## src/rtl/picorv32_trace_pkg.sv

```systemverilog
// Purpose: shared types and constants for the picorv32 trace capture controller.
// Latency: n/a (package only).
// Backpressure: n/a.
package picorv32_trace_pkg;

  // Default width of one core trace word.
  localparam int TRACE_W_DEF = 36;

  // Width of the saturating dropped-word counter.
  localparam int DROP_W = 16;

  typedef enum logic [1:0] {
    ST_IDLE    = 2'd0,
    ST_CAPTURE = 2'd1,
    ST_DRAIN   = 2'd2,
    ST_DONE    = 2'd3
  } trace_state_t;

endpackage

```

## src/rtl/picorv32_trace_fifo.sv

```systemverilog
// Purpose: trace word FIFO with a registered read port (head word held in a flop).
// Latency: a pushed word appears on rd_valid/rd_data one cycle after the push, never combinationally.
// Backpressure: caller must not push when full unless it pops in the same cycle; rd_data holds while not popped.
//
// Ports:
//   clk, resetn         clock, async active-low reset
//   push, wr_data       write strobe and word
//   pop                 consume the head word (only when rd_valid)
//   rd_valid, rd_data   head word, registered
//   full, empty, level  occupancy flags and count (includes the head word)
module picorv32_trace_fifo #(
  parameter int DEPTH = 16,
  parameter int W     = 36,
  localparam int AW   = $clog2(DEPTH),
  localparam int LW   = AW + 1
) (
  input  logic          clk,
  input  logic          resetn,
  input  logic          push,
  input  logic [W-1:0]  wr_data,
  input  logic          pop,
  output logic          rd_valid,
  output logic [W-1:0]  rd_data,
  output logic          full,
  output logic          empty,
  output logic [LW-1:0] level
);

  logic [W-1:0]  mem [DEPTH];
  logic [AW-1:0] wr_ptr;
  logic [AW-1:0] rd_ptr;
  logic [AW-1:0] head_idx;
  logic [LW-1:0] level_next;

  assign full  = (level == LW'(DEPTH));
  assign empty = (level == '0);

  always_comb begin
    level_next = level;
    if (push && !pop) begin
      level_next = level + 1'b1;
    end else if (!push && pop) begin
      level_next = level - 1'b1;
    end
    // Slot that will be the head after this edge.
    head_idx = pop ? rd_ptr + 1'b1 : rd_ptr;
  end

  always_ff @(posedge clk) begin
    if (push) begin
      mem[wr_ptr] <= wr_data;
    end
  end

  // Head register: when the next head is the word being written this cycle
  // (FIFO empty after the pop), forward it from wr_data into the flop, so it
  // still shows up only in the following cycle.
  always_ff @(posedge clk) begin
    if (level_next != '0) begin
      rd_data <= (push && (head_idx == wr_ptr)) ? wr_data : mem[head_idx];
    end
  end

  always_ff @(posedge clk or negedge resetn) begin
    if (!resetn) begin
      wr_ptr   <= '0;
      rd_ptr   <= '0;
      level    <= '0;
      rd_valid <= 1'b0;
    end else begin
      if (push) begin
        wr_ptr <= wr_ptr + 1'b1;
      end
      if (pop) begin
        rd_ptr <= rd_ptr + 1'b1;
      end
      level    <= level_next;
      rd_valid <= (level_next != '0);
    end
  end

endmodule

```

## src/rtl/picorv32_trace_ctrl.sv

```systemverilog
// Purpose: arms on a pulse, captures core trace words into a FIFO until trap, then drains to done.
// Latency: trace word to out_valid/out_data is one cycle minimum (registered FIFO head).
// Backpressure: out_ready stalls the drain; pushes into a full FIFO without a pop are dropped and counted.
//
// Ports:
//   clk, resetn                 clock, async active-low reset
//   arm                         start a capture session (honoured in IDLE or DONE)
//   trace_valid, trace_data     core trace stream
//   trap                        ends the capture window
//   out_valid/out_data/out_ready drain stream
//   capturing, done             state indications
//   overflow, drop_count        per-session drop statistics
//   level                       FIFO occupancy
module picorv32_trace_ctrl
  import picorv32_trace_pkg::*;
#(
  parameter int DEPTH   = 16,
  parameter int TRACE_W = TRACE_W_DEF,
  localparam int LW     = $clog2(DEPTH) + 1
) (
  input  logic               clk,
  input  logic               resetn,
  input  logic               arm,
  input  logic               trace_valid,
  input  logic [TRACE_W-1:0] trace_data,
  input  logic               trap,
  output logic               out_valid,
  input  logic               out_ready,
  output logic [TRACE_W-1:0] out_data,
  output logic               capturing,
  output logic               done,
  output logic               overflow,
  output logic [DROP_W-1:0]  drop_count,
  output logic [LW-1:0]      level
);

  trace_state_t state;
  logic         pop;
  logic         push_req;
  logic         push_acc;
  logic         fifo_full;
  logic         fifo_empty;
  logic         session_start;

  assign pop           = out_valid & out_ready;
  assign push_req      = (state == ST_CAPTURE) & trace_valid;
  // A full FIFO still takes the word when the head leaves in the same cycle.
  assign push_acc      = push_req & (~fifo_full | pop);
  assign session_start = arm & ((state == ST_IDLE) | (state == ST_DONE));

  picorv32_trace_fifo #(
    .DEPTH (DEPTH),
    .W     (TRACE_W)
  ) u_fifo (
    .clk      (clk),
    .resetn   (resetn),
    .push     (push_acc),
    .wr_data  (trace_data),
    .pop      (pop),
    .rd_valid (out_valid),
    .rd_data  (out_data),
    .full     (fifo_full),
    .empty    (fifo_empty),
    .level    (level)
  );

  always_ff @(posedge clk or negedge resetn) begin
    if (!resetn) begin
      state     <= ST_IDLE;
      capturing <= 1'b0;
      done      <= 1'b0;
    end else begin
      case (state)
        ST_IDLE, ST_DONE: begin
          if (arm) begin
            state     <= ST_CAPTURE;
            capturing <= 1'b1;
            done      <= 1'b0;
          end
        end
        ST_CAPTURE: begin
          if (trap) begin
            state     <= ST_DRAIN;
            capturing <= 1'b0;
          end
        end
        ST_DRAIN: begin
          // level is registered, so this fires the cycle after it hits 0.
          if (fifo_empty) begin
            state <= ST_DONE;
            done  <= 1'b1;
          end
        end
        default: begin
          state     <= ST_IDLE;
          capturing <= 1'b0;
          done      <= 1'b0;
        end
      endcase
    end
  end

  always_ff @(posedge clk or negedge resetn) begin
    if (!resetn) begin
      overflow   <= 1'b0;
      drop_count <= '0;
    end else if (session_start) begin
      overflow   <= 1'b0;
      drop_count <= '0;
    end else if (push_req && !push_acc) begin
      overflow <= 1'b1;
      if (drop_count != '1) begin
        drop_count <= drop_count + 1'b1;
      end
    end
  end

endmodule

```

## config.mk

```make
export PLATFORM = sky130hd
export DESIGN_NAME = picorv32_trace_ctrl
export DESIGN_NICKNAME = d
export VERILOG_FILES = /design/src/rtl/picorv32_trace_pkg.sv /design/src/rtl/picorv32_trace_fifo.sv /design/src/rtl/picorv32_trace_ctrl.sv
export SDC_FILE = /design/constraint.sdc
export NUM_CORES = 1
export LEC_CHECK = 0
export ABC_AREA = 1
export CAP_MARGIN = 20
export CORE_ASPECT_RATIO = 0.6
export CORE_MARGIN = 2
export CORE_UTILIZATION = 40
export DETAILED_ROUTE_END_ITERATION = 7
export HOLD_SLACK_MARGIN = 0.06
export PLACE_DENSITY = 0.67
export SLEW_MARGIN = 20
export SYNTH_ARGS = -nofsm -noshare
export SYNTH_HDL_FRONTEND = slang
export SYNTH_SLANG_ARGS = --single-unit
```

## constraint.sdc

```tcl
create_clock -name clk -period 6.3 [get_ports clk]
set_clock_uncertainty 0.05 [all_clocks]
set_input_delay 1.575 -clock clk [delete_from_list [all_inputs] [get_ports clk]]
set_output_delay 1.575 -clock clk [all_outputs]
set_load 0.02 [all_outputs]
```

[After elaboration in Yosys (flattened, before gate mapping)]
Memory sizes are Yosys's and may differ from the RTL's. A register that Yosys moved wholly into a read port is not among the register bits.
Cells that the tools add are included.
Word-level totals
  register bits: 35
  memory bits (writable): 576
  word-level logic and storage cells: 67
  memories kept: 1
Cells by class
  add/subtract/negate cells: 5
  eq/ne operators: 8
  mux-type cells: 20
  bitwise operators: 7
  reduce and logical (&&, ||, !) cells: 17
Memories
  u_fifo.mem: words 16, bits a word 36, rd ports 1, clocked after memory_dff 1, write ports 1, line picorv32_trace_fifo.sv:29  | logic [W-1:0] mem [DEPTH];
Operators with widths (count)
  $mux 16: 3
  $add 16x1->16 const B: 1
  $ne 16x16->1 const B: 1
  $mux 5: 2
  $reduce_and 3->1: 3
  $add 4x1->4 const B: 2
  $mux 1: 8
  $reduce_bool 2->1: 4
  $mux 2: 3
  $ne 2x2->1 const B: 3
  $pmux 2 s3: 1
  $add 5x1->5 const B: 1
  $eq 5x5->1 const B: 1
  $logic_not 5->1: 1
  $reduce_bool 5->1: 1
  $sub 5x1->5 const B: 1
  $and 1x1->1: 4
  $eq 2x2->1 const B: 2
  $mux 4: 1
  $pmux 1 s2: 2
  $logic_and 1x1->1: 3
  $eq 2x1->1 const B: 1
  $logic_not 1->1: 2
  $logic_not 2->1: 1
  other kinds (4): 5

[Depth between registers and ports, before layout]
Gate-level depths: netlist of the first run.
  depth after elaboration: 9
  mapped depth: 13
  gate-level depth less buffers: 12

[Cells and area by module]
A second synthesis of the first run with hierarchy kept.
Unflattened totals
  cells, all modules: 2774
  area total of the unflattened synthesis: 29076.6 sq um
By module, submodules not included
  picorv32_trace_fifo: instances 1, cells an instance 2580, area each 27681.5 sq um, seq. area each 18728.0 sq um
  picorv32_trace_ctrl: instances 1, cells an instance 194, area each 1395.1 sq um, seq. area each 525.5 sq um

[Least setup slack after synthesis of the first run]
OpenSTA, ideal clock, no wires.
  path kind: in2reg
  from: input out_ready
  to: memory u_fifo.mem[11][0], enable pin
  library setup time: 429 ps
  data arrival time: 3779 ps
  data required time: 5821 ps
  slack: 2041 ps
  stages on the path: 6
  buffers on the path: 0
  path through: nand2_2 nand3_1 nand2_1 inv_1 nand2_1 nor2_1
On the way
  cells in the longest elaborated chain, start to end: 5
RTL lines
  start, declared: line picorv32_trace_ctrl.sv:28  | input logic out_ready,
  $and 1x1->1: line picorv32_trace_ctrl.sv:45  | assign pop = out_valid & out_ready;
  $or 1x1->1: line picorv32_trace_ctrl.sv:48  | assign push_acc = push_req & (~fifo_full | pop);
  $and 1x1->1: line picorv32_trace_ctrl.sv:48
  $mux 1: line picorv32_trace_fifo.sv:50  | if (push) begin
  $mux 1 (implied by the code): line picorv32_trace_fifo.sv:51  | mem[wr_ptr] <= wr_data;
  end, declared: line picorv32_trace_fifo.sv:29
Every way passes these cells.

[Worst setup path in the final report of the first run]
  from: input out_ready
  to: register u_fifo.rd_data[34] (read register of u_fifo.mem) (data pin)
On the way
  cells in the longest elaborated chain, start to end: 8
  elaborated cells between the ends (all ways): 11
RTL lines
  $and 1x1->1 (*): line picorv32_trace_ctrl.sv:45
  $or 1x1->1: line picorv32_trace_ctrl.sv:48
  $and 1x1->1: line picorv32_trace_ctrl.sv:48
  $logic_not 1->1: line picorv32_trace_fifo.sv:42  | end else if (!push && pop) begin
  $logic_and 1x1->1: line picorv32_trace_fifo.sv:42
  $mux 5: line picorv32_trace_fifo.sv:42
  $mux 5: line picorv32_trace_fifo.sv:40  | if (push && !pop) begin
  $reduce_bool 5->1: line picorv32_trace_fifo.sv:59  | if (level_next != '0) begin
  end, declared: line picorv32_trace_fifo.sv:23  | output logic [W-1:0] rd_data,
Every way passes the cells marked *; elsewhere a longest branch is shown, timed or not.
A chain may end at the register's enable or synchronous reset.

==> impl_metrics.sql, run 1 <==
INSERT INTO impl_metrics (metric_group, metric, value, unit) VALUES
('placed_design', 'port_buffers', '102', ''),
('routing', 'dr_total_vias', '19400', ''),
('clock_network', 'cts_tree', 'built', ''),
('floorplan', 'floorplan.initialDensity', '40.3', '%'),
('yosys', 'synth_top_area_cell', 'sky130_fd_sc_hd__edfxtp_1', ''),
('routing', 'route.met3.wl', '6.35', 'mm'),
('routing', 'route.detailed.drc', '0', ''),
('grt', 'maximum_number_of_pins_on_one_net_before_global_route_repair', '185', ''),
('timing', 'rsz0062_at_grt', 'no', ''),
('floorplan', 'die_area', '0.0745', 'mm2'),
('run_status', 'run_status', 'finished, final reports clean', ''),
('yosys', 'syn_avg_cell_area', '10.9', 'um2'),
('cells_and_area', 'mostFrequentLayoutCell', 'sky130_fd_sc_hd__nand3_1', ''),
('clock_network', 'clock_tree.htree_level_count', '2', ''),
('yosys', 'synth.area.top_cells', 'sky130_fd_sc_hd__edfxtp_1 64%, sky130_fd_sc_hd__nand3_1 11%, sky130_fd_sc_hd__nand2_1 6.1%', ''),
('timing', 'final_period_minus_worst_setup_slack', '4.38', 'ns'),
('timing', 'final.hold.worst_slack', '0.448', 'ns'),
('placed_design', 'hpwlAfterDp', '38.1', 'mm'),
('routing', 'wire_per_inst', '20.4', 'um'),
('power', 'power_switching_share', '38.5', '%'),
('clock_network', 'cts_root_buf', 'sky130_fd_sc_hd__clkbuf_16', ''),
('power', 'leakagePower', '12.7', 'nW'),
('cells_and_area', 'layout.cells.most_common_list', '627 x sky130_fd_sc_hd__nand3_1, 612 x sky130_fd_sc_hd__edfxtp_1, 465 x sky130_fd_sc_hd__nand2_1', ''),
('power', 'power.share.clock', '25.0', '%'),
('floorplan', 'die_h', '212', 'um'),
('grt', 'via_count_of_the_first_global_routing_pass', '18400', ''),
('power', 'seq_power_share', '38.0', '%'),
('clock_network', 'cts.sink_count', '647', ''),
('floorplan', 'rows', '76', ''),
('timing', 'achievable-frequency', '228', 'MHz'),
('clock_network', 'cts_hold_buffers', '0', ''),
('cells_and_area', 'finish.net_count', '2750', ''),
('floorplan', 'die_w', '351', 'um'),
('placed_design', 'postPlaceCellArea', '0.0310', 'mm2'),
('job', 'cap_viol_max_count', '0', ''),
('cells_and_area', 'layout_cell_area_excl_fill', '0.0328', 'mm2'),
('clock_network', 'cts_inserted_buffers', '57', ''),
('timing', 'timing.final.crit_share', '69.5', '%'),
('cells_and_area', 'layout-drive-gt1-share', '5.80', '%'),
('floorplan', 'core_region_area', '0.0717', 'mm2'),
('hold_path', 'hold_path_class', 'flop to flop', ''),
('setup_path', 'reg2reg_slack', '2.91', 'ns'),
('clock_network', 'source_to_sink_clock_delay_at_the_later_pin_of_the_worst_skew_pair', '0.62', 'ns'),
('yosys', 'netlist_instances', '2658', ''),
('yosys', 'ys_ff_latch', '647', ''),
('grt', 'grt-ovfl-total', '0', ''),
('floorplan', 'floorplan.io_pins', '103', ''),
('timing', 'setup-violations-final', '0', ''),
('power', 'comb_power_share', '37.0', '%'),
('grt', 'grt_util_all_layers', '20.3', '%'),
('clock_network', 'cts.repair_timing.setup_buffer_count', '0', ''),
('power', 'power_per_cell_area', '433', 'mW/mm2'),
('power', 'internal-power', '8.74', 'mW'),
('yosys', 'yosysTopAreaCellShare', '63.5', '%'),
('setup_path', 'worstPathArrival', '4.69', 'ns'),
('routing', 'top_layer', 'met4', ''),
('routing', 'drtAntennaViolNets', '0', ''),
('routing', 'drt_first_iter_violations', '2296', ''),
('timing', 'finalMaxSlewViolations', '0', ''),
('setup_path', 'crit_path_start', 'out_ready', ''),
('grt', 'grt_pass1_wl', '115', 'mm'),
('setup_path', 'critical_path.endpoint_type', 'flop', ''),
('power', 'irDropWorstVdd', '0.434', 'mV'),
('clock_network', 'post_cts_resize_count', '0', ''),
('setup_path', 'worst-setup-path-type', 'input port to flop', ''),
('clock_network', 'cts.clk_slew.worst_paths', '0.06', 'ns'),
('clock_network', 'cts-root-to-sink-buffers', '3', ''),
('timing', 'report.final.hold_viol_count', '0', ''),
('yosys', 'synth_fp_nets', '2710', ''),
('routing', 'routedLengthMet1', '35.3', 'mm'),
('yosys', 'yosys_warnings', '0', '');
## how the worst min path moves through the flow
| stage | from | to | slack (ns) | cells after the start |
|---|---|---|---|---|
| detailed placement | done | done | 0.43 | 2 |
| global placement | done | done | 0.43 | 2 |
| finish | done | done | 0.45 | 2 |
| CTS | done | done | 0.45 | 2 |
| floorplan | state[1] | state[1] | 0.43 | 2 |
| global route | done | done | 0.47 | 2 |
## critical path: stages
cell                              delay, ns
sky130_fd_sc_hd__clkdlybuf4s50_1       0.56
sky130_fd_sc_hd__nand3_4               0.41
sky130_fd_sc_hd__nor3_2                0.29
sky130_fd_sc_hd__nand2_1               0.09
sky130_fd_sc_hd__nand2_2               0.07
sky130_fd_sc_hd__nand2_1               0.08
sky130_fd_sc_hd__nand2_4               0.53
sky130_fd_sc_hd__nand3_4               0.71
sky130_fd_sc_hd__nand2_1               0.26
sky130_fd_sc_hd__nand2_1               0.08
## through the flow
| step | setup slack [ns] | cells | total power [mW] |
|---|---|---|---|
| finish | 1.92 | 3717 | 14.2 |
| detailed placement | 1.28 | 3614 | 10.7 |
| floorplan | 2.04 | 2658 | 8.92 |
| global placement | 1.36 | 3614 | 10.7 |
| global route | 1.75 | 3716 | 15.0 |
| CTS | 1.94 | 3716 | 14.2 |
## layout make-up
type | count | area, um2 | share of cell area (%)
diodes | 1 | 2.50 | 0.00762
clock buffers | 70 | 1500 | 4.55
clock inverters | 32 | 343 | 1.04
inverters | 401 | 1510 | 4.59
multi-input cells | 1449 | 7590 | 23.1
flip-flops and latches | 647 | 19300 | 58.6
well taps | 975 | 1220 | 3.71
repair buffers | 142 | 1440 | 4.39
## flip-flops by register name, summed over array words and instances, names as in the netlist
register         cells
state                2
overflow             1
u_fifo.rd_ptr        4
u_fifo.level         5
drop_count          16
done                 1
u_fifo.mem         576
u_fifo.rd_valid      1
u_fifo.rd_data      36
u_fifo.wr_ptr        4
capturing            1
## synthesized netlist by cell type, drive strengths merged
library cell  number
nand3            631
edfxtp           612
nand2            474
inv              400
nand3b           218
buf              120
clkbuf            41
nor2              41
dfrtp             35
o21ai             26
xor2              15
ha                10
nor3               8
o31ai              7
nand4              6
a21oi              5
xnor2              4
a21o               1
a31o               1
clkinv             1
nor3b              1
o211ai             1
## power by group through the flow
stage | combinational, mW | sequential (mW) | clock, mW
CTS | 5.24 | 5.41 | 3.60
global placement | 5.15 | 5.50 | 0
detailed placement | 5.22 | 5.49 | 0
floorplan | 3.31 | 5.61 | 0
global route | 5.81 | 5.43 | 3.77
finish | 5.26 | 5.39 | 3.55
## per-layer routing
layer / track usage (%) / vias to the layer above
met5: 0 / -
met1: 31.2 / 9409
met3: 2.98 / 101
li1: - / 9118
met2: 30.5 / 809
met4: 3.91 / 0
## cell families (layout without fill, tap and decap cells)
| kind of cell | Yosys count | after routing | synth area share (%) |
|---|---|---|---|
| XOR/XNOR | 19 | 19 | 0.601 |
| flip-flops | 647 | 647 | 66.6 |
| adder cells (fa/ha/maj) | 10 | 10 | 0.433 |
| AND/OR/NAND/NOR | 1379 | 1379 | 23.8 |
| other | 0 | 1 | 0 |
| buffers and inverters | 562 | 645 | 7.83 |
| AO/OA/AOI/OAI | 41 | 41 | 0.813 |
(Power assumes the default switching activity.)
==> run 2: changes to the inputs <==
Settings changed: PLACE_DENSITY 0.67 to 0.69.
Clock period 6.3 ns to 3.9 ns, I/O delays scaled along.
==> impl_metrics.sql, run 2 (synthesis results as in run 1) <==
INSERT INTO impl_metrics (metric_group, metric, value, unit) VALUES
('run_status', 'run_status', 'finished, final reports clean', ''),
('power', 'total_power', '23.3', 'mW'),
('routing', 'route.detailed.drc', '0', ''),
('floorplan', 'floorplan.io_pins', '103', ''),
('grt', 'maximum_number_of_pins_on_one_net_before_global_route_repair', '120', ''),
('routing', 'drtAntennaViolNets', '0', ''),
('routing', 'wl', '73.9', 'mm'),
('clock_network', 'cts_root_buf', 'sky130_fd_sc_hd__clkbuf_16', ''),
('floorplan', 'core_region_area', '0.0717', 'mm2'),
('floorplan', 'rows', '76', ''),
('setup_path', 'reg2reg_slack', '1.10', 'ns'),
('setup_path', 'worstPathArrival', '3.18', 'ns'),
('grt', 'via_count_of_the_first_global_routing_pass', '18600', ''),
('power', 'power_per_cell_area', '698', 'mW/mm2'),
('grt', 'grt_pass1_wl', '113', 'mm'),
('placed_design', 'postPlaceCellArea', '0.0315', 'mm2'),
('cells_and_area', 'largest_registers', 'u_fifo.mem (576), u_fifo.rd_data (36), drop_count (16)', ''),
('routing', 'dr_total_vias', '19700', ''),
('cells_and_area', 'flip_flop_count_of_the_largest_register_after_layout', '576', ''),
('hold_path', 'min_delay_worst_endpoint', 'done', ''),
('cells_and_area', 'regMostFlops', 'u_fifo.mem', ''),
('clock_network', 'cts.repair_timing.setup_buffer_count', '0', ''),
('setup_path', 'worstReg2RegEnd', 'u_fifo.mem[11][3]', ''),
('timing', 'rsz0062_at_grt', 'no', ''),
('job', 'cap_viol_max_count', '0', ''),
('clock_network', 'clock_tree.htree_level_count', '2', ''),
('cells_and_area', 'layout-drive-gt1-share', '6.75', '%'),
('placed_design', 'finalWeightedCongestion', '0.837', ''),
('setup_path', 'critical_path.endpoint_type', 'flop', ''),
('setup_path', 'worst-setup-path-type', 'input port to flop', ''),
('timing', 'finalMaxSlewViolations', '0', ''),
('clock_network', 'cts_hold_buffers', '0', ''),
('floorplan', 'die_w', '351', 'um'),
('floorplan', 'die_area', '0.0745', 'mm2'),
('timing', 'final.hold.worst_slack', '0.441', 'ns'),
('cells_and_area', 'layout_cell_area_excl_fill', '0.0334', 'mm2'),
('cells_and_area', 'post-route-util', '46.6', '%'),
('routing', 'drt_first_iter_violations', '2621', ''),
('setup_path', 'start_kind', 'input port', ''),
('floorplan', 'die_h', '212', 'um'),
('placed_design', 'hpwlAfterDp', '39.7', 'mm'),
('grt', 'grt-ovfl-total', '0', ''),
('timing', 'setup_total_negative_slack', '0', 'ns'),
('power', 'leakagePower', '12.9', 'nW'),
('clock_network', 'source_to_sink_clock_delay_at_the_later_pin_of_the_worst_skew_pair', '0.62', 'ns'),
('timing', 'report.final.hold_viol_count', '0', ''),
('clock_network', 'cts.clk_slew.worst_paths', '0.07', 'ns'),
('grt', 'grt_util_all_layers', '19.8', '%'),
('clock_network', 'post_cts_resize_count', '0', ''),
('placed_design', 'dp_worst_setup_slack', '0.315', 'ns'),
('clock_network', 'cts-root-to-sink-buffers', '3', ''),
('cells_and_area', 'finish.net_count', '2777', ''),
('cells_and_area', 'area_delta_synth_final', '15.4', '%'),
('cells_and_area', 'layout.cells.most_common_list', '627 x sky130_fd_sc_hd__nand3_1, 612 x sky130_fd_sc_hd__edfxtp_1, 465 x sky130_fd_sc_hd__nand2_1', ''),
('routing', 'drt-vias-per-instance', '5.26', ''),
('power', 'irDropWorstVdd', '0.781', 'mV'),
('hold_path', 'timing.hold.worst.start', 'done', ''),
('timing', 'final_period_minus_worst_setup_slack', '2.97', 'ns'),
('placed_design', 'port_buffers', '102', ''),
('clock_network', 'cts_inserted_buffers', '56', ''),
('placed_design', 'place.detailed.instances', '3642', ''),
('timing', 'setup-violations-final', '0', ''),
('grt', 'antenna_found_initial', '0', ''),
('hold_path', 'hold_path_class', 'flop to flop', ''),
('setup_path', 'ff2ff_path_depth', '10', ''),
('timing', 'worst_slack_setup_final', '0.929', 'ns'),
('routing', 'detail_route.first_pass.iterations', '6', ''),
('routing', 'wire_per_inst', '19.7', 'um'),
('setup_path', 'path_max_fanout', '21', ''),
('floorplan', 'floorplan.initialDensity', '40.3', '%'),
('timing', 'max_slew_headroom_at_the_worst_pin', '33.4', '%'),
('cells_and_area', 'antenna_cells', '0', ''),
('timing', 'tightest_slew', '0.996', 'ns'),
('setup_path', 'critical_r2r_launch', 'u_fifo.level[0]', ''),
('timing', 'timing.final.crit_share', '76.2', '%'),
('clock_network', 'cts_tree', 'built', ''),
('clock_network', 'cts.sink_count', '647', ''),
('timing', 'achievable-frequency', '337', 'MHz'),
('hold_path', 'min_delay_path_depth', '2', ''),
('cells_and_area', 'non_filler_instance_count_after_layout', '3746', ''),
('setup_path', 'critPathRequiredTime', '4.11', 'ns'),
('cells_and_area', 'mostFrequentLayoutCell', 'sky130_fd_sc_hd__nand3_1', '');
==> run 2: per-layer routing <==
metal | part of all wire (%) | vias to the layer above | track usage [%]
li1 | - | 9186 | -
met1 | 46 | 9567 | 30.0
met2 | 44 | 851 | 29.8
met3 | 8.7 | 109 | 3.53
met4 | 1.8 | 0 | 4.14
met5 | 0 | - | 0
==> run 2: worst max-delay path by stage <==
stage	from	endpoint	slack (ns)	depth (start not counted)
after floorplan	out_ready	u_fifo.mem[11][0]	0.24	6
after global placement	out_ready	u_fifo.mem[11][9]	0.41	8
after detailed placement	out_ready	u_fifo.mem[11][10]	0.32	8
after CTS	out_ready	u_fifo.mem[11][3]	0.95	8
after global routing	out_ready	u_fifo.mem[11][1]	0.77	8
final	out_ready	u_fifo.mem[11][3]	0.93	8
==> run 2: critical path, stage by stage <==
cell and delay [ns]:
sky130_fd_sc_hd__clkdlybuf4s50_1 0.53, sky130_fd_sc_hd__nand2_2 0.19, sky130_fd_sc_hd__nand3_1 0.20, sky130_fd_sc_hd__nand2_1 0.18
sky130_fd_sc_hd__inv_1 0.21, sky130_fd_sc_hd__nand2_1 0.29, sky130_fd_sc_hd__nor2_4 0.18, sky130_fd_sc_hd__buf_4 0.39
==> run 2: final cells by class <==
class                      instances  area, um2
multi-input combinational       1449       7590
clock buffer                      70       1480
sequential                       647      19300
tap                              975       1220
timing repair buffer             170       1980
fill                            6469      38300
clock inverter                    34        352
inverter                         401       1510
==> run 2: report_power, final <==
part	leakage [nW]	switching, mW	internal [mW]
registers	6.02	0.295	8.38
logic	6.05	6.08	2.88
clock network	0.876	2.58	3.09
total	12.9	8.95	14.3
